===== src/rtl/alu_issue_stage.sv =====
// ID/EX issue stage feeding the combinational ALU.
// Holds one decoded instruction under a valid/ready handshake, resolves
// MEM/WB forwarding on the held register indices, and presents the ALU
// operands and control code. A taken branch flushes the held instruction.
module alu_issue_stage #(
  parameter int XLEN = 32,
  parameter int REGW = 5
) (
  input  logic            clk,
  input  logic            rst,
  input  logic            in_valid,
  output logic            in_ready,
  output logic            out_valid,
  input  logic            out_ready,
  input  logic            flush,
  input  logic [1:0]      alu_op_i,
  input  logic [2:0]      funct3_i,
  input  logic            funct7b5_i,
  input  logic            op5_i,
  input  logic            alu_src_i,
  input  logic [XLEN-1:0] rd1_i,
  input  logic [XLEN-1:0] rd2_i,
  input  logic [XLEN-1:0] imm_i,
  input  logic [REGW-1:0] rs1_i,
  input  logic [REGW-1:0] rs2_i,
  input  logic [REGW-1:0] rd_i,
  input  logic [REGW-1:0] mem_rd_i,
  input  logic [REGW-1:0] wb_rd_i,
  input  logic            mem_regwrite_i,
  input  logic            wb_regwrite_i,
  input  logic [XLEN-1:0] mem_result_i,
  input  logic [XLEN-1:0] wb_result_i,
  output logic [2:0]      alu_control_o,
  output logic [XLEN-1:0] src_a_o,
  output logic [XLEN-1:0] src_b_o,
  output logic [XLEN-1:0] store_data_o,
  output logic [REGW-1:0] rd_o,
  output logic            illegal_o
);

  localparam logic [2:0] ALU_ADD = 3'b000;
  localparam logic [2:0] ALU_SUB = 3'b001;
  localparam logic [2:0] ALU_AND = 3'b010;
  localparam logic [2:0] ALU_OR  = 3'b011;
  localparam logic [2:0] ALU_SLT = 3'b101;

  logic [2:0]      dec_ctrl;
  logic            dec_illegal;
  logic            capture;

  logic            valid_q;
  logic [2:0]      ctrl_q;
  logic            illegal_q;
  logic [XLEN-1:0] rd1_q;
  logic [XLEN-1:0] rd2_q;
  logic [XLEN-1:0] imm_q;
  logic            alu_src_q;
  logic [REGW-1:0] rs1_q;
  logic [REGW-1:0] rs2_q;
  logic [REGW-1:0] rd_q;

  logic [XLEN-1:0] fwd_a;
  logic [XLEN-1:0] fwd_b;

  // Single-entry register: free when empty or when it drains this cycle.
  assign in_ready = !valid_q || out_ready;

  // Flush wins over capture so a killed cycle never loads the new instruction.
  assign capture = in_valid && in_ready && !flush;

  // Decode ALUOp/funct3/funct7b5 into the ALU control code.
  always_comb begin
    dec_ctrl    = ALU_ADD;
    dec_illegal = 1'b0;
    case (alu_op_i)
      2'b00: dec_ctrl = ALU_ADD;
      2'b01: dec_ctrl = ALU_SUB;
      2'b10: begin
        case (funct3_i)
          3'b000:  dec_ctrl = (op5_i && funct7b5_i) ? ALU_SUB : ALU_ADD;
          3'b010:  dec_ctrl = ALU_SLT;
          3'b110:  dec_ctrl = ALU_OR;
          3'b111:  dec_ctrl = ALU_AND;
          default: begin
            dec_ctrl    = ALU_ADD;
            dec_illegal = 1'b1;
          end
        endcase
      end
      default: begin
        dec_ctrl    = ALU_ADD;
        dec_illegal = 1'b1;
      end
    endcase
  end

  // Valid bit: flush kills, capture fills, downstream acceptance drains.
  always_ff @(posedge clk or negedge rst) begin
    if (!rst) begin
      valid_q <= 1'b0;
    end else if (flush) begin
      valid_q <= 1'b0;
    end else if (in_valid && in_ready) begin
      valid_q <= 1'b1;
    end else if (out_ready) begin
      valid_q <= 1'b0;
    end
  end

  // Payload: loads on capture, otherwise holds; flush only clears illegal.
  always_ff @(posedge clk or negedge rst) begin
    if (!rst) begin
      ctrl_q    <= ALU_ADD;
      illegal_q <= 1'b0;
      rd1_q     <= '0;
      rd2_q     <= '0;
      imm_q     <= '0;
      alu_src_q <= 1'b0;
      rs1_q     <= '0;
      rs2_q     <= '0;
      rd_q      <= '0;
    end else if (capture) begin
      ctrl_q    <= dec_ctrl;
      illegal_q <= dec_illegal;
      rd1_q     <= rd1_i;
      rd2_q     <= rd2_i;
      imm_q     <= imm_i;
      alu_src_q <= alu_src_i;
      rs1_q     <= rs1_i;
      rs2_q     <= rs2_i;
      rd_q      <= rd_i;
    end else if (flush) begin
      illegal_q <= 1'b0;
    end
  end

  // Forwarding on the held sources: MEM is younger so it beats WB; x0 never forwards.
  always_comb begin
    fwd_a = rd1_q;
    if (rs1_q != '0 && mem_regwrite_i && mem_rd_i == rs1_q) begin
      fwd_a = mem_result_i;
    end else if (rs1_q != '0 && wb_regwrite_i && wb_rd_i == rs1_q) begin
      fwd_a = wb_result_i;
    end

    fwd_b = rd2_q;
    if (rs2_q != '0 && mem_regwrite_i && mem_rd_i == rs2_q) begin
      fwd_b = mem_result_i;
    end else if (rs2_q != '0 && wb_regwrite_i && wb_rd_i == rs2_q) begin
      fwd_b = wb_result_i;
    end
  end

  assign out_valid     = valid_q;
  assign alu_control_o = ctrl_q;
  assign illegal_o     = illegal_q;
  assign rd_o          = rd_q;
  assign src_a_o       = fwd_a;
  assign store_data_o  = fwd_b;
  assign src_b_o       = alu_src_q ? imm_q : fwd_b;

endmodule


===== config.mk =====
export PLATFORM = sky130hd
export DESIGN_NAME = alu_issue_stage
export DESIGN_NICKNAME = d
export VERILOG_FILES = /design/src/rtl/alu_issue_stage.sv
export SDC_FILE = /design/constraint.sdc
export NUM_CORES = 1
export LEC_CHECK = 0
export BUFFER_PORTS_ARGS = -buffer_cell sky130_fd_sc_hd__buf_2
export CORE_ASPECT_RATIO = 0.9
export CORE_MARGIN = 2
export CORE_UTILIZATION = 39
export DETAILED_ROUTE_END_ITERATION = 10
export PLACE_DENSITY = 0.65
export RECOVER_POWER = 50
export SLEW_MARGIN = 20
export SYNTH_ARGS = -nofsm -noshare
export SYNTH_HDL_FRONTEND = slang
export SYNTH_SLANG_ARGS = --single-unit

===== constraint.sdc =====
create_clock -name clk -period 2.8 [get_ports clk]
set_input_delay 0.42 -clock clk [delete_from_list [all_inputs] [get_ports clk]]
set_output_delay 0.42 -clock clk [all_outputs]
set_load 0.03 [all_outputs]

Word-level counts from Yosys, hierarchy flattened
Cells that the tools add are included.

Register bits after elaboration: 117. Output and inout port bits: 107. Logic and storage cells: 56.

Eq/ne operators: 9. Mux-type cells: 15. Reductions and logical operators: 22.

Operators by type and width (count): two-way mux 32 bit (5); == test 5 bit (4); case mux 3 bit (4 select lines) (1); logical AND 1 bit (11); nonzero test 5 bit (2); two-way mux 1 bit (7); == test 3 bit, second input constant (2); case mux 3 bit (2 select lines) (1); OR reduction 4 bit (1); == test 3 x 2 -> 1 bit, second input constant (1); logical NOT 3 bit (1); nonzero test 3 bit (1); == test 2 x 1 -> 1 bit, second input constant (1); == test 2 bit, second input constant (1); logical NOT 1 bit (2); logical NOT 2 bit (1); case mux 1 bit (2 select lines) (1); nonzero test 2 bit (1); OR reduction 2 bit (1); logical OR 1 bit (1).

Depth between registers and ports, before layout
Depth after elaboration: 6. Gate-level depth with buffers: 8. Mapped depth without buffers: 5.

Least setup slack after synthesis
Ideal clock, no wire load.

Kind: register -> output. Start point: register rs2_q[1]. End point: output port src_b_o[3]. Arrival time: 2.496 ns. Data required time: 2.380 ns. Slack: -0.116 ns. Cell stages (with the launch flop): 7. Buffers on the path: 1. Cell sequence: dfrtp_1 > or4_4 > o211ai_2 > clkbuf_1 > nor3_1 > a31oi_1 > mux2_1.

Word-level cells in the longest chain between the ends: 6. Elaborated cells on any way between the ends: 10.

RTL lines: from (decl) (RTL line 59) `logic [REGW-1:0] rs2_q;`; from (signal assigned) (RTL line 130) `rs2_q <= rs2_i;`; nonzero test 5 bit (RTL line 147, 149); logical AND 1 bit (2 in a row) (RTL line 149) `end else if (rs2_q != '0 && wb_regwrite_i && wb_rd_i == rs2_q) begin`; two-way mux 32 bit (RTL line 149); two-way mux 32 bit (*) (RTL line 147) `if (rs2_q != '0 && mem_regwrite_i && mem_rd_i == rs2_q) begin`; via store_data_o[3] (RTL line 36) `output logic [XLEN-1:0] store_data_o,`; two-way mux 32 bit (*) (RTL line 160) `assign src_b_o = alu_src_q ? imm_q : fwd_b;`; to (decl) (RTL line 35) `output logic [XLEN-1:0] src_b_o,`.

Mark *: on every way through the listed nets, which the timed path passes. The rest lies on a longest branch.

Worst setup path after layout
Start point: register rs2_q[1]. End point: output port src_b_o[10].

Word-level cells in the longest chain between the ends: 6. Elaborated cells on any way between the ends: 10.

RTL lines (RTL line): nonzero test 5 bit (147, 149); logical AND 1 bit (2 in a row) (149); two-way mux 32 bit (149); two-way mux 32 bit (*) (147); two-way mux 32 bit (*) (160).

Every way passes the cells marked *; elsewhere a longest branch is shown, timed or not.

==> report_table.html <==
<table>
<tr><th>Metric</th><th>Value</th></tr>
<tr><th colspan="2">Status</th></tr>
<tr><td>Result of the run</td><td>finished with violations</td></tr>
<tr><td>Violated checks</td><td>setup timing</td></tr>
<tr><th colspan="2">Drt</th></tr>
<tr><td>Number of search-and-repair iterations in the first detailed-routing pass</td><td>5</td></tr>
<tr><td>1st-iter DRT viols</td><td>551</td></tr>
<tr><td>Mean number of vias per cell</td><td>5.36</td></tr>
<tr><td>Total number of vias</td><td>roughly 8000</td></tr>
<tr><td>Detail-routed net length per standard cell</td><td>19.6 µm</td></tr>
<tr><td>Remaining design rule violation count</td><td>0</td></tr>
<tr><td>DRT antenna net count</td><td>0</td></tr>
<tr><td>Final WL</td><td>about 29000 µm</td></tr>
<tr><th colspan="2">Floorplan</th></tr>
<tr><td>Core area</td><td>17100 µm²</td></tr>
<tr><td>Effective utilization at floorplan</td><td>40.2%</td></tr>
<tr><td>Overall die width</td><td>144 µm</td></tr>
<tr><td>Number of standard-cell rows in the floorplan</td><td>45</td></tr>
<tr><td>I/O pins</td><td>307</td></tr>
<tr><td>Vertical extent of the die</td><td>roughly 130 µm</td></tr>
<tr><td>Die Footprint</td><td>18700 µm²</td></tr>
<tr><th colspan="2">Yosys</th></tr>
<tr><td>Yosys cell types</td><td>33</td></tr>
<tr><td>Most frequent cells after synthesis</td><td>375 x nand2_1, 117 x dfrtp_1, 53 x clkbuf_1</td></tr>
<tr><td>Fraction of the yosys area taken by sequential cells</td><td>42.7%</td></tr>
<tr><td>Mapped Cells</td><td>between 800 and 900</td></tr>
<tr><td>Leading post-synthesis cells by cell area</td><td>dfrtp_1 43%, nand2_1 21%, mux2_2 4.9%</td></tr>
<tr><td>FFs w/ async S/R, synth</td><td>100%</td></tr>
<tr><td>Ys flop type</td><td>dfrtp_1</td></tr>
<tr><td>Cell type with the highest aggregate area in the netlist</td><td>dfrtp_1</td></tr>
<tr><td>Post-synthesis register bit count</td><td>117</td></tr>
<tr><td>Number of enable flip-flop cells after synthesis</td><td>0</td></tr>
<tr><td>Yosys warnings</td><td>0</td></tr>
<tr><td>Area share of the largest cell type after synthesis</td><td>between 40% and 50%</td></tr>
<tr><td>Most common cell in the netlist</td><td>nand2_1</td></tr>
<tr><td>Post-synthesis instance area</td><td>6860 µm²</td></tr>
<tr><td>Synthesized net count</td><td>1080</td></tr>
<tr><td>Average cell area after synthesis</td><td>between 7 and 8 µm²</td></tr>
<tr><th colspan="2">Worst setup path</th></tr>
<tr><td>Startpoint Class</td><td>register</td></tr>
<tr><td>Largest fanout on the critical path</td><td>32</td></tr>
<tr><td>Critical path class</td><td>reg2out</td></tr>
<tr><td>Crit path DAT</td><td>about 2.6 ns</td></tr>
<tr><td>Required time at the endpoint of the critical path</td><td>2.38 ns</td></tr>
<tr><td>Crit path capture type</td><td>output pin</td></tr>
<tr><th colspan="2">Power</th></tr>
<tr><td>Switching power of the nets</td><td>2.70 mW</td></tr>
<tr><td>Power after layout</td><td>7.35 mW</td></tr>
<tr><td>Proportion of power drawn by flip-flops and latches</td><td>28.9%</td></tr>
<tr><td>Worst-case vdd ir drop</td><td>0.446 mV</td></tr>
<tr><td>Share of total power in combinational logic</td><td>40.0%</td></tr>
<tr><td>Proportion of total power due to net switching</td><td>36.8%</td></tr>
<tr><td>Power density cells</td><td>approximately 660 nW/µm²</td></tr>
<tr><td>Clk network pwr share</td><td>31.1%</td></tr>
<tr><td>Internal power contribution</td><td>approximately 4.6 mW</td></tr>
<tr><td>Leakage power of the design</td><td>5.46 nW</td></tr>
<tr><th colspan="2">Timing</th></tr>
<tr><td>Worst-margin pin slew</td><td>about 1.2 ns</td></tr>
<tr><td>Setup-failing EPs final</td><td>54</td></tr>
<tr><td>Slew Limit Headroom</td><td>a little under 20%</td></tr>
<tr><td>Number of failing hold endpoints at the final stage</td><td>0</td></tr>
<tr><td>Ratio of final minimum period to clock period</td><td>107%</td></tr>
<tr><td>Unrepaired setup endpoints after global routing</td><td>yes</td></tr>
<tr><td>Number of max-slew violations in the final report</td><td>0</td></tr>
<tr><td>Final critical delay including setup and external delays</td><td>3.01 ns</td></tr>
<tr><td>Smallest hold slack</td><td>0.196 ns</td></tr>
<tr><td>Worst clock skew</td><td>0.00690 ns</td></tr>
<tr><td>Peak clock frequency supported by timing</td><td>around 330 MHz</td></tr>
<tr><td>Post-route worst setup slack</td><td>-0.208 ns</td></tr>
<tr><th colspan="2">GRT</th></tr>
<tr><td>Via count of the first global-routing pass</td><td>7400</td></tr>
<tr><td>Number of antenna violations at the first check in global routing</td><td>3</td></tr>
<tr><td>Met3 usage in global routing</td><td>7.63%</td></tr>
<tr><td>Peak-usage layer in the global routing report</td><td>met2</td></tr>
<tr><td>Global-route met1 utilization</td><td>~36%</td></tr>
<tr><td>Largest net degree at the start of global routing</td><td>70</td></tr>
<tr><td>Wire length of the first global-routing pass</td><td>40300 µm</td></tr>
<tr><td>Overall fraction of global-route tracks in use</td><td>28.6%</td></tr>
<tr><td>Met2 Use GR</td><td>47.8%</td></tr>
<tr><td>Congestion Overflow GR</td><td>0</td></tr>
<tr><th colspan="2">Job</th></tr>
<tr><td>Maximum Capacitance Violations</td><td>0</td></tr>
<tr><th colspan="2">Clocking</th></tr>
<tr><td>Total number of clock tree sinks</td><td>117</td></tr>
<tr><td>H-tree depth</td><td>4</td></tr>
<tr><td>TritonCTS buffer count</td><td>17</td></tr>
<tr><td>Clk root buf</td><td>clkbuf_16</td></tr>
<tr><td>Buffers from clock root to sink, at most</td><td>2</td></tr>
<tr><td>CTS tree</td><td>yes</td></tr>
<tr><td>Post-CTS clock slew at the launch and capture registers of the worst setup and hold paths</td><td>0.06 ns</td></tr>
<tr><td>Worst skew pair latency</td><td>0.41 ns</td></tr>
<tr><th colspan="2">Layout</th></tr>
<tr><td>Layout cell share with drive strength beyond 1</td><td>43.3%</td></tr>
<tr><td>Final cell count without fillers</td><td>1460</td></tr>
<tr><td>Fillers</td><td>~1400</td></tr>
<tr><td>Final Core Density</td><td>65.6%</td></tr>
<tr><td>Nets</td><td>1412</td></tr>
<tr><td>Layout area overhead</td><td>63.4%</td></tr>
<tr><th colspan="2">Place</th></tr>
<tr><td>Placement Setup Slack</td><td>0.0277 ns</td></tr>
<tr><td>Placer's final routability congestion estimate</td><td>0.889</td></tr>
<tr><td>Cell count after placement</td><td>1388</td></tr>
<tr><td>Post-DP HPWL</td><td>approximately 19000 µm</td></tr>
<tr><td>IO buf count</td><td>306</td></tr>
<tr><th colspan="2">Worst hold path</th></tr>
<tr><td>Worst min-delay path category</td><td>in2reg</td></tr>
</table>
cell usage in the layout (no fill, tap or decap), types with 14 or more instances in the layout:
cell / instances
a31oi_4: 19
and3_1: 32
buf_12: 15
buf_2: 203
buf_4: 75
buf_6: 71
clkbuf_16: 22
dfrtp_1: 116
mux2_4: 22
mux2i_1: 23
nand2_1: 375
nand3_1: 34
nor3_1: 30
o21ai_1: 16
o21ai_2: 14
o31ai_1: 19
o31ai_2: 14
xnor2_1: 15
cell families after synthesis:
logic type      Yosys count  synth area share (%)
simple gates            493                  30.1
flops                   117                  42.7
compound gates          105                  9.62
buf+inv                  75                  4.51
mux                      64                  9.93
xor+xnor                 20                  2.56
fa+ha+maj                 3                 0.548
worst max-delay path, stage by stage, from the launching register on:
cell and delay, ns:
dfrtp_1 0.37, or4_4 0.57, buf_4 0.16, nor2_4 0.09, buf_12 0.22, o31ai_1 0.12
a31oi_2 0.28, mux2_2 0.20, buf_4 0.15
stage by stage:
| stage | setup TNS, ns | instance area [µm²] |
|---|---|---|
| floorplan | 0 | 7040 |
| global placement | -0.0344 | 9100 |
| detailed placement | 0 | 9100 |
| CTS | -6.58 | 10600 |
| global route | -16.14 | 11200 |
| finish | -6.04 | 11200 |
path summary, 6_finish.rpt:
path                       slack (ns)               end       from  cells past startpoint
max                             -0.21       src_b_o[10]   rs2_q[1]                      8
min                              0.20          rd2_q[7]   rd2_i[7]                      3
max reg2reg                      1.19         imm_q[17]  out_valid                      6
min reg2reg                      0.47         imm_q[10]  imm_q[10]                      2
max in group asynchronous        0.30         alu_src_q        rst                      3
min in group asynchronous        0.78  alu_control_o[0]        rst                      2
what timing repair did:
item / in CTS / in global routing
buffers inserted: 22 / 5
endpoints found under the setup margin: 95 / 96
cloned: 3 / 7
hold buffers: 1 / 0
pin swaps: 7 / 12
gates resized for setup: 189 / 117
endpoints found under the hold margin: 19 / 0
registers in the layout, indices dropped and copies added, names as in the netlist:
name and flops:
out_valid 1, rs2_q 5, rd_o 5, alu_src_q 1, rs1_q 5, imm_q 32
alu_control_o 3, illegal_o 1, rd2_q 32, rd1_q 32
power by group through the flow:
stage          logic, mW  registers (mW)  clock network, mW
2_1_floorplan       1.44            2.10                  0
3_3_place_gp        2.27            2.13                  0
3_5_place_dp        2.28            2.13                  0
4_1_cts             2.71            2.10               2.32
5_1_grt             3.11            2.14               2.40
6_report            2.94            2.13               2.28
per-layer routing:
| layer | vias to the layer above | routed length (µm) |
|---|---|---|
| met1 | 3753 | 11600 |
| li1 | 3631 | - |
| met5 | - | 13 |
| met2 | 395 | 14000 |
| met4 | 2 | 492 |
| met3 | 43 | 2530 |
final cells by class:
cell class,count,area [µm²],area share [%]
multi-input combinational,685,4370,39.0
timing repair buffer,384,2970,26.5
sequential,117,2930,26.2
clock buffer,18,439,3.92
tap,235,294,2.63
clock inverter,14,179,1.60
inverter,4,15.0,0.134
antenna,3,7.51,0.0670
No activity file was read; power rests on OpenSTA's default activity.
